<file path="src/rtl/muldiv_unit_pkg.sv">
// Shared encodings for the RISC-V M-extension multiply/divide unit:
// instruction fields, operation codes, FSM states and divide special cases.
package muldiv_unit_pkg;

    localparam logic [6:0] OPCODE_OP = 7'b0110011;
    localparam logic [6:0] FUNCT7_M  = 7'b0000001;

    typedef enum logic [2:0] {
        OP_MUL    = 3'b000,
        OP_MULH   = 3'b001,
        OP_MULHSU = 3'b010,
        OP_MULHU  = 3'b011,
        OP_DIV    = 3'b100,
        OP_DIVU   = 3'b101,
        OP_REM    = 3'b110,
        OP_REMU   = 3'b111
    } op_e;

    typedef enum logic [1:0] {
        ST_IDLE = 2'd0,
        ST_MUL  = 2'd1,
        ST_DIV  = 2'd2,
        ST_DONE = 2'd3
    } state_e;

    typedef enum logic [1:0] {
        SP_NONE = 2'd0,
        SP_DIV0 = 2'd1,
        SP_OVF  = 2'd2
    } spec_e;

    function automatic logic is_m_ext(input logic [31:0] inst);
        return (inst[6:0] == OPCODE_OP) && (inst[31:25] == FUNCT7_M);
    endfunction

    function automatic logic is_div(input op_e op);
        return op inside {OP_DIV, OP_DIVU, OP_REM, OP_REMU};
    endfunction

    function automatic logic is_quot(input op_e op);
        return op inside {OP_DIV, OP_DIVU};
    endfunction

endpackage

</file>
<file path="src/rtl/muldiv_unit_if.sv">
// Issue/result bus of the multiply/divide unit; the pipeline is the master.
interface muldiv_unit_if #(
    parameter int XLEN = 32
) ();
    logic            flush;
    logic            valid_in;
    logic [31:0]     inst;
    logic [XLEN-1:0] rs1_val;
    logic [XLEN-1:0] rs2_val;
    logic            in_ready;
    logic            is_muldiv;
    logic            busy;
    logic            result_valid;
    logic            result_ready;
    logic [XLEN-1:0] result;

    modport master (
        output flush, valid_in, inst, rs1_val, rs2_val, result_ready,
        input  in_ready, is_muldiv, busy, result_valid, result
    );

    modport slave (
        input  flush, valid_in, inst, rs1_val, rs2_val, result_ready,
        output in_ready, is_muldiv, busy, result_valid, result
    );
endinterface

</file>
<file path="src/rtl/muldiv_divider.sv">
// Radix-2 restoring divider on unsigned magnitudes, one quotient bit per cycle,
// MSB first. quotient/remainder are the final values while done is high.
module muldiv_divider #(
    parameter int XLEN = 32
) (
    input  logic            clk,
    input  logic            rst,
    input  logic            start,
    input  logic            abort,
    input  logic [XLEN-1:0] dividend,
    input  logic [XLEN-1:0] divisor,
    output logic [XLEN-1:0] quotient,
    output logic [XLEN-1:0] remainder,
    output logic            done
);
    localparam int CW = $clog2(XLEN);
    localparam logic [CW-1:0] LAST = CW'(XLEN - 1);

    logic [XLEN-1:0] rem_q, quo_q, dvs_q;
    logic [CW-1:0]   cnt;
    logic            run;
    logic [XLEN:0]   shifted, diff;
    logic            ge;
    logic [XLEN-1:0] rem_n, quo_n;

    // quo_q shifts dividend bits out of its top while quotient bits enter at the bottom.
    assign shifted = {rem_q, quo_q[XLEN-1]};
    assign diff    = shifted - {1'b0, dvs_q};
    assign ge      = ~diff[XLEN];
    assign rem_n   = ge ? diff[XLEN-1:0] : shifted[XLEN-1:0];
    assign quo_n   = {quo_q[XLEN-2:0], ge};

    assign quotient  = quo_n;
    assign remainder = rem_n;
    assign done      = run && (cnt == LAST);

    // NOTE: registers take <= so every flop samples pre-edge values; = here would chain them.
    always_ff @(posedge clk or posedge rst) begin
        if (rst) begin
            rem_q <= '0;
            quo_q <= '0;
            dvs_q <= '0;
            cnt   <= '0;
            run   <= 1'b0;
        end else if (abort) begin
            cnt <= '0;
            run <= 1'b0;
        end else if (start) begin
            rem_q <= '0;
            quo_q <= dividend;
            dvs_q <= divisor;
            cnt   <= '0;
            run   <= 1'b1;
        end else if (run) begin
            rem_q <= rem_n;
            quo_q <= quo_n;
            cnt   <= cnt + CW'(1);
            if (cnt == LAST) run <= 1'b0;
        end
    end

endmodule

</file>
<file path="src/rtl/muldiv_unit.sv">
// M-extension multiply/divide unit: decode, sign handling, special cases,
// single-cycle or shift-add multiplier, and the IDLE/MUL/DIV/DONE sequencer.
module muldiv_unit
    import muldiv_unit_pkg::*;
#(
    parameter int XLEN     = 32,
    parameter bit FAST_MUL = 1'b1
) (
    input logic          clk,
    input logic          rst,
    muldiv_unit_if.slave bus
);
    localparam int CW = $clog2(XLEN);
    localparam logic [CW-1:0]   LAST    = CW'(XLEN - 1);
    localparam logic [XLEN-1:0] MOST_NEG = {1'b1, {(XLEN-1){1'b0}}};

    state_e            state;
    logic [CW-1:0]     cnt;
    op_e               op_q;
    spec_e             spec_q;
    logic              neg_q, neg_r;
    logic [XLEN-1:0]   a_raw, a_mag, b_mag;
    logic [2*XLEN-1:0] prod;
    logic [XLEN-1:0]   result_q;
    logic              result_valid_q;

    op_e               op_in;
    spec_e             spec_in;
    logic              accept, sa, sb, a_neg, b_neg;
    logic [XLEN-1:0]   a_in_mag, b_in_mag;
    logic [XLEN:0]     mul_sum;
    logic [2*XLEN-1:0] mul_step, mul_fast;
    logic [XLEN-1:0]   done_res;
    logic              div_start, div_done;
    logic [XLEN-1:0]   div_q, div_r;

    assign bus.is_muldiv    = is_m_ext(bus.inst);
    assign bus.in_ready     = (state == ST_IDLE);
    assign bus.busy         = (state != ST_IDLE);
    assign bus.result_valid = result_valid_q;
    assign bus.result       = result_q;

    assign op_in  = op_e'(bus.inst[14:12]);
    assign accept = bus.valid_in && bus.is_muldiv && bus.in_ready && !bus.flush;

    // NOTE: every always_comb output gets a value before any branch, so no latch is inferred.
    always_comb begin
        sa       = op_in inside {OP_MULH, OP_MULHSU, OP_DIV, OP_REM};
        sb       = op_in inside {OP_MULH, OP_DIV, OP_REM};
        a_neg    = sa && bus.rs1_val[XLEN-1];
        b_neg    = sb && bus.rs2_val[XLEN-1];
        a_in_mag = a_neg ? -bus.rs1_val : bus.rs1_val;
        b_in_mag = b_neg ? -bus.rs2_val : bus.rs2_val;
        spec_in  = SP_NONE;
        if (is_div(op_in)) begin
            if (bus.rs2_val == '0)
                spec_in = SP_DIV0;
            else if (sb && bus.rs1_val == MOST_NEG && bus.rs2_val == '1)
                spec_in = SP_OVF;
        end
    end

    function automatic logic [XLEN-1:0] mul_out(input op_e op, input logic neg,
                                                input logic [2*XLEN-1:0] p);
        logic [2*XLEN-1:0] s;
        s = neg ? -p : p;
        return (op == OP_MUL) ? s[XLEN-1:0] : s[2*XLEN-1:XLEN];
    endfunction

    function automatic logic [XLEN-1:0] div_out(input op_e op, input logic nq, input logic nr,
                                                input logic [XLEN-1:0] q, input logic [XLEN-1:0] r);
        if (is_quot(op)) return nq ? -q : q;
        return nr ? -r : r;
    endfunction

    // Shift-add step: add the multiplicand into the upper half when the low bit is set.
    assign mul_sum  = {1'b0, prod[2*XLEN-1:XLEN]} + (prod[0] ? {1'b0, a_mag} : '0);
    assign mul_step = {mul_sum, prod[XLEN-1:1]};
    assign mul_fast = {{XLEN{1'b0}}, a_mag} * {{XLEN{1'b0}}, b_mag};

    always_comb begin
        done_res = mul_out(op_q, neg_q, mul_fast);
        if (spec_q == SP_DIV0)
            done_res = is_quot(op_q) ? '1 : a_raw;
        else if (spec_q == SP_OVF)
            done_res = is_quot(op_q) ? a_raw : '0;
    end

    assign div_start = accept && is_div(op_in) && (spec_in == SP_NONE);

    muldiv_divider #(.XLEN(XLEN)) u_divider (
        .clk       (clk),
        .rst       (rst),
        .start     (div_start),
        .abort     (bus.flush),
        .dividend  (a_in_mag),
        .divisor   (b_in_mag),
        .quotient  (div_q),
        .remainder (div_r),
        .done      (div_done)
    );

    always_ff @(posedge clk or posedge rst) begin
        if (rst) begin
            state          <= ST_IDLE;
            cnt            <= '0;
            result_q       <= '0;
            result_valid_q <= 1'b0;
            op_q           <= OP_MUL;
            spec_q         <= SP_NONE;
            neg_q          <= 1'b0;
            neg_r          <= 1'b0;
            a_raw          <= '0;
            a_mag          <= '0;
            b_mag          <= '0;
            prod           <= '0;
        end else if (bus.flush) begin
            state          <= ST_IDLE;
            cnt            <= '0;
            result_valid_q <= 1'b0;
        end else begin
            case (state)
                ST_IDLE: begin
                    if (accept) begin
                        op_q   <= op_in;
                        spec_q <= spec_in;
                        neg_q  <= a_neg ^ b_neg;
                        neg_r  <= a_neg;
                        a_raw  <= bus.rs1_val;
                        a_mag  <= a_in_mag;
                        b_mag  <= b_in_mag;
                        prod   <= {{XLEN{1'b0}}, b_in_mag};
                        cnt    <= '0;
                        if (spec_in != SP_NONE || (!is_div(op_in) && FAST_MUL))
                            state <= ST_DONE;
                        else if (!is_div(op_in))
                            state <= ST_MUL;
                        else
                            state <= ST_DIV;
                    end
                end
                ST_MUL: begin
                    prod <= mul_step;
                    cnt  <= cnt + CW'(1);
                    if (cnt == LAST) begin
                        state          <= ST_DONE;
                        result_q       <= mul_out(op_q, neg_q, mul_step);
                        result_valid_q <= 1'b1;
                    end
                end
                ST_DIV: begin
                    if (div_done) begin
                        state          <= ST_DONE;
                        result_q       <= div_out(op_q, neg_q, neg_r, div_q, div_r);
                        result_valid_q <= 1'b1;
                    end
                end
                ST_DONE: begin
                    // Fast multiplies and special cases form their result in the first DONE cycle.
                    if (!result_valid_q) begin
                        result_q       <= done_res;
                        result_valid_q <= 1'b1;
                    end else if (bus.result_ready) begin
                        state          <= ST_IDLE;
                        result_valid_q <= 1'b0;
                    end
                end
                default: state <= ST_IDLE;
            endcase
        end
    end

endmodule

</file>
<file path="src/flat_wrapper.sv">
// flat-port wrapper written by rule: the top's interface ports become plain ports
module muldiv_unit_flat import muldiv_unit_pkg::*;
#(
    parameter int XLEN     = 32,
    parameter bit FAST_MUL = 1'b1
)
  (clk, rst, bus_flush, bus_valid_in, bus_inst, bus_rs1_val, bus_rs2_val, bus_result_ready, bus_in_ready, bus_is_muldiv, bus_busy, bus_result_valid, bus_result);
  muldiv_unit_if #(.XLEN(XLEN)) bus_i ();
  input logic clk;
  input logic rst;
  input wire logic [$bits(bus_i.flush)-1:0] bus_flush;
  input wire logic [$bits(bus_i.valid_in)-1:0] bus_valid_in;
  input wire logic [$bits(bus_i.inst)-1:0] bus_inst;
  input wire logic [$bits(bus_i.rs1_val)-1:0] bus_rs1_val;
  input wire logic [$bits(bus_i.rs2_val)-1:0] bus_rs2_val;
  input wire logic [$bits(bus_i.result_ready)-1:0] bus_result_ready;
  output wire logic [$bits(bus_i.in_ready)-1:0] bus_in_ready;
  output wire logic [$bits(bus_i.is_muldiv)-1:0] bus_is_muldiv;
  output wire logic [$bits(bus_i.busy)-1:0] bus_busy;
  output wire logic [$bits(bus_i.result_valid)-1:0] bus_result_valid;
  output wire logic [$bits(bus_i.result)-1:0] bus_result;
  assign bus_i.flush = bus_flush;
  assign bus_i.valid_in = bus_valid_in;
  assign bus_i.inst = bus_inst;
  assign bus_i.rs1_val = bus_rs1_val;
  assign bus_i.rs2_val = bus_rs2_val;
  assign bus_i.result_ready = bus_result_ready;
  assign bus_in_ready = bus_i.in_ready;
  assign bus_is_muldiv = bus_i.is_muldiv;
  assign bus_busy = bus_i.busy;
  assign bus_result_valid = bus_i.result_valid;
  assign bus_result = bus_i.result;
  muldiv_unit #(.XLEN(XLEN), .FAST_MUL(FAST_MUL)) u_core (.clk(clk), .rst(rst), .bus(bus_i));
endmodule
</file>
<file path="config.mk">
export PLATFORM = sky130hd
export DESIGN_NAME = muldiv_unit_flat
export DESIGN_NICKNAME = d
export VERILOG_FILES = /design/src/rtl/muldiv_unit_pkg.sv /design/src/rtl/muldiv_unit_if.sv /design/src/rtl/muldiv_divider.sv /design/src/rtl/muldiv_unit.sv /design/src/flat_wrapper.sv
export SDC_FILE = /design/constraint.sdc
export NUM_CORES = 2
export LEC_CHECK = 0
export CAP_MARGIN = 20
export CORE_MARGIN = 2
export CORE_UTILIZATION = 55
export CTS_BUF_LIST = sky130_fd_sc_hd__clkbuf_4 sky130_fd_sc_hd__clkbuf_8 sky130_fd_sc_hd__clkbuf_16
export DETAILED_ROUTE_END_ITERATION = 12
export GPL_TIMING_DRIVEN = 0
export HOLD_SLACK_MARGIN = 0.02
export PLACE_DENSITY = 0.72
export SLEW_MARGIN = 20
export SYNTH_ARGS = -nofsm -noshare
export SYNTH_HDL_FRONTEND = slang
export SYNTH_SLANG_ARGS = --single-unit
export TNS_END_PERCENT = 50
</file>
<file path="constraint.sdc">
create_clock -name clk -period 21 [get_ports clk]
set_clock_uncertainty 0.1 [all_clocks]
set_input_delay 4.2 -clock clk [delete_from_list [all_inputs] [get_ports clk]]
set_output_delay 4.2 -clock clk [all_outputs]
set_load 0.01 [all_outputs]
</file>
# After elaboration in Yosys (flattened, before gate mapping)

Index checks and enable logic that the tools add are counted.

Register bits after elaboration: 309
Latch bits: 0
Memory bits (writable): 0
Bits in read-only memories: 0
Input bits: 101
Memories kept: 0

$add $sub $neg: 10
Multiply operators: 1
Div/mod/pow operators: 0
Order comparisons: 0
Equal/unequal tests: 28
Shift operators: 0
Mux-type cells: 58
Bitwise gates (word level): 3
Reduce and logical (&&, ||, !) cells: 38

Operators with widths:

| cell                                                                     | number |
|---|---|
| 32-bit two-way mux                                                       | 21 |
| 64-bit two-way mux                                                       | 3 |
| 32-bit negation                                                          | 4 |
| 64-bit negation                                                          | 2 |
| 64-bit one-hot mux with 2 select lines                                   | 1 |
| 32-bit one-hot mux with 3 select lines                                   | 1 |
| 32-bit == test (second input constant)                                   | 2 |
| 32-bit by 32-bit multiplier with 64-bit output                           | 1 |
| 32-bit by 33-bit adder with 33-bit output                                | 1 |
| 33-bit by 32-bit subtractor with 33-bit output                           | 1 |
| 32-bit logical NOT                                                       | 1 |
| 5-bit two-way mux                                                        | 5 |
| 2-bit two-way mux                                                        | 11 |
| 3-bit == test (second input constant)                                    | 6 |
| 1-bit two-way mux                                                        | 13 |
| 3-bit nonzero test                                                       | 4 |
| 4-bit nonzero test                                                       | 3 |
| 1-bit logical AND                                                        | 11 |
| 5-bit by 1-bit adder with 5-bit output (second input constant)           | 2 |
| 5-bit == test (second input constant)                                    | 2 |
| 5-bit one-hot mux with 2 select lines                                    | 1 |
| 5-bit AND reduction                                                      | 2 |
| 2-bit nonzero test                                                       | 5 |
| 3-bit by 2-bit inequality test with 1-bit output (second input constant) | 3 |
| 19 further kinds                                                         | 32 |

# Logic depth before layout (Yosys ltp)

Depth after elaboration: 13
Gate-level depth with buffers: 36
Depth with buffers taken out: 32

# By module

Synthesis repeated with hierarchy kept, for this count alone.

Cells, all modules: 7,039
Area total of the unflattened synthesis: 60,065.1 µm²

By module, submodules not included:

| module         | times used | cells each | area an instance (µm²) | seq. area each (µm²) |
|---|---|---|---|---|
| muldiv_unit    | 1          | 6,291      | 53,156.0               | 5,154.9 |
| muldiv_divider | 1          | 748        | 6,909.1                | 2,552.4 |

# Least setup slack after synthesis

Ideal clock, no wire load.

Path type: register -> register
Start: reg u_core.a_mag[16]
End: reg u_core.result_q[30], in the netlist u_core.bus.result[30]
Arrival time: 9.107 ns
Required time: 20.774 ns
Path slack: 11.667 ns
Cell stages (with the launch flop): 34
Path buffers: 3
Period minus slack after synthesis: 9.333 ns
Cell sequence: dfrtp_1 clkbuf_1 and2_1 fa_1 inv_1 fa_1 fa_1 fa_1 inv_1 fa_1 inv_1 fa_1 inv_1 fa_1 inv_1 fa_1 inv_1 ha_1 clkbuf_1 nand4_1 a211oi_1 o21ai_1 a2111oi_0 nor3_1 xnor2_1 a2111oi_0 and4_1 clkbuf_1 nand4_1 or3_1 mux2i_1 nor4_1 a211oi_1 o32a_1

Cells in the longest elaborated chain, start to end: 8
Elaborated cells on any way between the ends: 14
Classes of those cells: 3 x add/sub; 1 x mul; 10 x mux

Ends and longest elaborated chain:

| element                                        | RTL line           | text |
|---|---|---|
| from (decl)                                    | muldiv_unit.sv:22  | `logic [XLEN-1:0] a_raw, a_mag, b_mag;` |
| from (signal assigned)                         | muldiv_unit.sv:130 | `a_mag <= a_in_mag;` |
| 32-bit by 32-bit multiplier with 64-bit output | muldiv_unit.sv:79  | `assign mul_fast = {{XLEN{1'b0}}, a_mag} * {{XLEN{1'b0}}, b_mag};` |
| 64-bit negation                                | muldiv_unit.sv:66  | `s = neg ? -p : p;` |
| 64-bit two-way mux                             | muldiv_unit.sv:66  |  |
| 32-bit two-way mux                             | muldiv_unit.sv:67  | `return (op == OP_MUL) ? s[XLEN-1:0] : s[2*XLEN-1:XLEN];` |
| 32-bit two-way mux                             | muldiv_unit.sv:85  | `else if (spec_q == SP_OVF)` |
| 32-bit two-way mux                             | muldiv_unit.sv:83  | `if (spec_q == SP_DIV0)` |
| 32-bit two-way mux                             | muldiv_unit.sv:160 | `if (!result_valid_q) begin` |
| 32-bit one-hot mux with 3 select lines *       | muldiv_unit.sv:122 | `case (state)` |
| to (signal assigned)                           | muldiv_unit.sv:147 | `result_q <= mul_out(op_q, neg_q, mul_step);` |
| to (signal assigned)                           | muldiv_unit.sv:154 | `result_q <= div_out(op_q, neg_q, neg_r, div_q, div_r);` |
| to (signal assigned)                           | muldiv_unit.sv:161 | `result_q <= done_res;` |
| to (decl)                                      | muldiv_unit.sv:24  | `logic [XLEN-1:0] result_q;` |

Every way passes the cells marked *; elsewhere a longest branch is shown, timed or not. The select of a mux whose other input is x is not followed.
A chain may end at the register's enable or synchronous reset.

# Final worst setup path

Start: reg u_core.a_mag[7]
End: reg u_core.result_q[10], in the netlist u_core.bus.result[10]

Same word-level chain as after synthesis.

==> flow_summary.yaml <==
finish:
  fin_nets: 8631
  fillers: 9556
  multiInputGateArea_um2: 46000
  seqCellArea_um2: 7710
  layout.cells.non_filler: 8779
  area_growth_syn_to_layout_pct: 8.08
  design_area_um2: 63600
  layout-drive-gt1-share_pct: 3.03
sta:
  finalSetupViolCount: 0
  fmax_mhz: 78.9
  tightest_slew_ps: 1480
  drv_slew: 0
  fin_setup_tns_ps: 0
  finalHoldViolations: 0
  rsz0062_at_grt: "false"
  slew_headroom_pct: 0.697
  fin_crit_ps: 12670
  timing.final.crit_share_pct: 60.3
  setup_ws_ps: 8330
global_route:
  grt_max_degree: 100
  grtUsageTotal_pct: 50.6
  grt_pass1_wl_um: 393000
  antenna_found_initial: 55
  grt_pass1_vias: 56200
  grt_overflow: 0
worst_setup_path:
  startpoint_type: "register"
  end_kind: "register"
  cpMaxStageDelayCell: "clkbuf_1"
  critPathTopFamily: "adder cells"
  worstPathArrival_ps: 13100
  critPathKind: "reg2reg"
  critPathMaxStageDelay_ps: 910
  crit_required_ps: 21430
  critPathMaxFanout: 10
  crit_top_cell: "fa_1"
  path_buf_inv: 10
detailed_routing:
  drt_wl_total_um: 279000
  vias: 58200
  initialDrtViolationCount: 7255
  antenna_left: 0
  post_drt_wl_per_cell_um: 31.8
  routed_via_density: 6.62
  drc: 1
  first_pass_iters: 11
synthesis:
  synthFlopType: "dfrtp_1"
  yosysSeqAreaShare_pct: 13.1
  ys.warnings.count: 0
  netlist_instances: 7123
  syn-num-nets: 8464
  synth_cell_types: 96
  synthTopCellsByArea: "fa_1 (31%), dfrtp_1 (13%), ha_1 (7.3%)"
  avgSynthCellArea_um2: 8.27
  ys_ff_latch: 308
  async_flop_share_pct: 100
  syn_area_um2: 58900
  synth-edff-count: 0
  synthDominantCellAreaShare_pct: 30.5
  yosysTopAreaCell: "fa_1"
clocking:
  htree_levels: 2
  cts_hold_buf: 0
  insertion_delay_ps: 620
  cts_tree: "yes"
  cts_resized: 0
  clk_pin_slew_ps: 80
  root_buffer: "clkbuf_16"
  cts.sinks: 308
  clk_path_buf_depth: 3
  cts_setup_buffers: 0
  cts_inserted_buffers: 37
floorplan:
  io-pin-count: 137
  die_w_um: 331
  rows: 120
  start_util_pct: 55.2
  die_y_um: 331
  die_area_um2: 110000
  core_um2: 107000
power_and_ir_drop:
  power_density_nw_per_um2: 36.3
  power_mw: 2.31
  ir_drop_v: 0.000104
  p_leak_nw: 30.1
placement:
  place_congestion: 1.08
  dpl.hpwl_um: 228000
  place_inst: 8654
  port_buffers: 120
  place_area_um2: 62100
  post-place-ws_ps: 9050
worst_hold_path:
  hold_path.class: "reg2reg"
outcome:
  status: "finished, violations left"
  violations: "design-rule violations, max-capacitance violations"
flow_run:
  cap_violations: 1
final timing paths:
kind,from,end,slack (ps),cells past startpoint
hold reg to reg,u_core.u_divider.dvs_q[7],u_core.u_divider.dvs_q[7],380,2
hold / removal,u_core.u_divider.dvs_q[7],u_core.u_divider.dvs_q[7],380,2
setup / recovery,u_core.a_mag[7],u_core.bus.result[10],8330,34
setup reg to reg,u_core.a_mag[7],u_core.bus.result[10],8330,34
max in group asynchronous,rst,u_core.prod[41],15560,4
min in group asynchronous,rst,u_core.bus.result[13],3860,2
cells in the final DEF (no fill, tap or decap), types with 118 or more instances in the layout:
master,netlist,final
clkdlybuf4s50_1,0,120
a21oi_1,347,345
fa_1,898,898
nor2_1,329,329
o21ai_0,403,402
inv_1,967,966
clkbuf_1,410,377
ha_1,342,342
and2_1,635,635
xor2_1,123,118
nand2_1,1070,1070
xnor2_1,142,134
dfrtp_1,308,308
synthesized netlist by cell type (76+ instances only):
master and number:
o21ai_0 403, o31ai_1 76, dfrtp_1 308, inv_1 967
a21oi_1 347, nand2_1 1070, xor2_1 123, xnor2_1 142
nor3_1 101, clkbuf_1 410, ha_1 342, fa_1 898
nor2_1 329, and2_1 635
per-stage QoR:
stage                     util (%)  hold WS (ps)
after floorplan                  -           341
after global placement        58.0           366
after detailed placement      58.3           367
after CTS                     59.5           383
after global routing          59.6           406
final                         59.7           379
metal layers:
layer	GRT usage (%)	wire [µm]	share of wire, %	vias up
li1	-	-	-	23600
met1	56.9	92100	33	28300
met2	75.8	121000	43	4711
met3	18.7	35700	13	1523
met4	44.1	30300	11	30
met5	0	253	0.091	-
cells by family (layout without fill, tap and decap cells):
kind of cell,after synthesis,in the layout,synth area share [%]
flops,308,308,13.1
xor+xnor,265,265,3.94
buf+inv,1406,1602,9.02
compound gates,1331,1331,14.4
simple gates,2524,2524,20.9
other cells,0,57,0
mux,49,49,0.839
fa+ha+maj,1240,1240,37.8
cell type report:
| type | instances | area share (%) |
|---|---|---|
| timing repair buffer | 128 | 2.09 |
| inverter | 970 | 5.73 |
| antenna | 57 | 0.224 |
| buffer | 436 | 2.69 |
| clock inverter | 19 | 0.379 |
| multi-input combinational | 5409 | 72.3 |
| clock buffer | 49 | 1.69 |
| tap | 1403 | 2.76 |
| sequential | 308 | 12.1 |
power by group:
group	internal [mW]	switching, mW	total [mW]
logic	0.261	0.557	0.819
registers	0.663	0.100	0.762
clock network	0.415	0.314	0.728
state kept, by name (all words and copies together), names as in the netlist:
name                     flops
u_core.a_raw                31
u_core.neg_q                 1
u_core.state                 2
u_core.u_divider.quo_q      32
u_core.u_divider.cnt         5
u_core.u_divider.dvs_q      32
u_core.prod                 64
u_core.u_divider.rem_q      32
u_core.u_divider.run         1
u_core.bus.result           32
u_core.op_q                  3
u_core.b_mag                32
u_core.spec_q                2
u_core.bus.result_valid      1
u_core.a_mag                32
u_core.cnt                   5
u_core.neg_r                 1
worst reg2reg max path, delay by kind of cell, from the launching register on:
kind            cells  cell delay [ps]
compound gates      6             3040
flops               1              870
buf+inv            10             1850
fa+ha+maj           9             4270
simple gates        9             2430
Power figures use the tool's default switching activity.
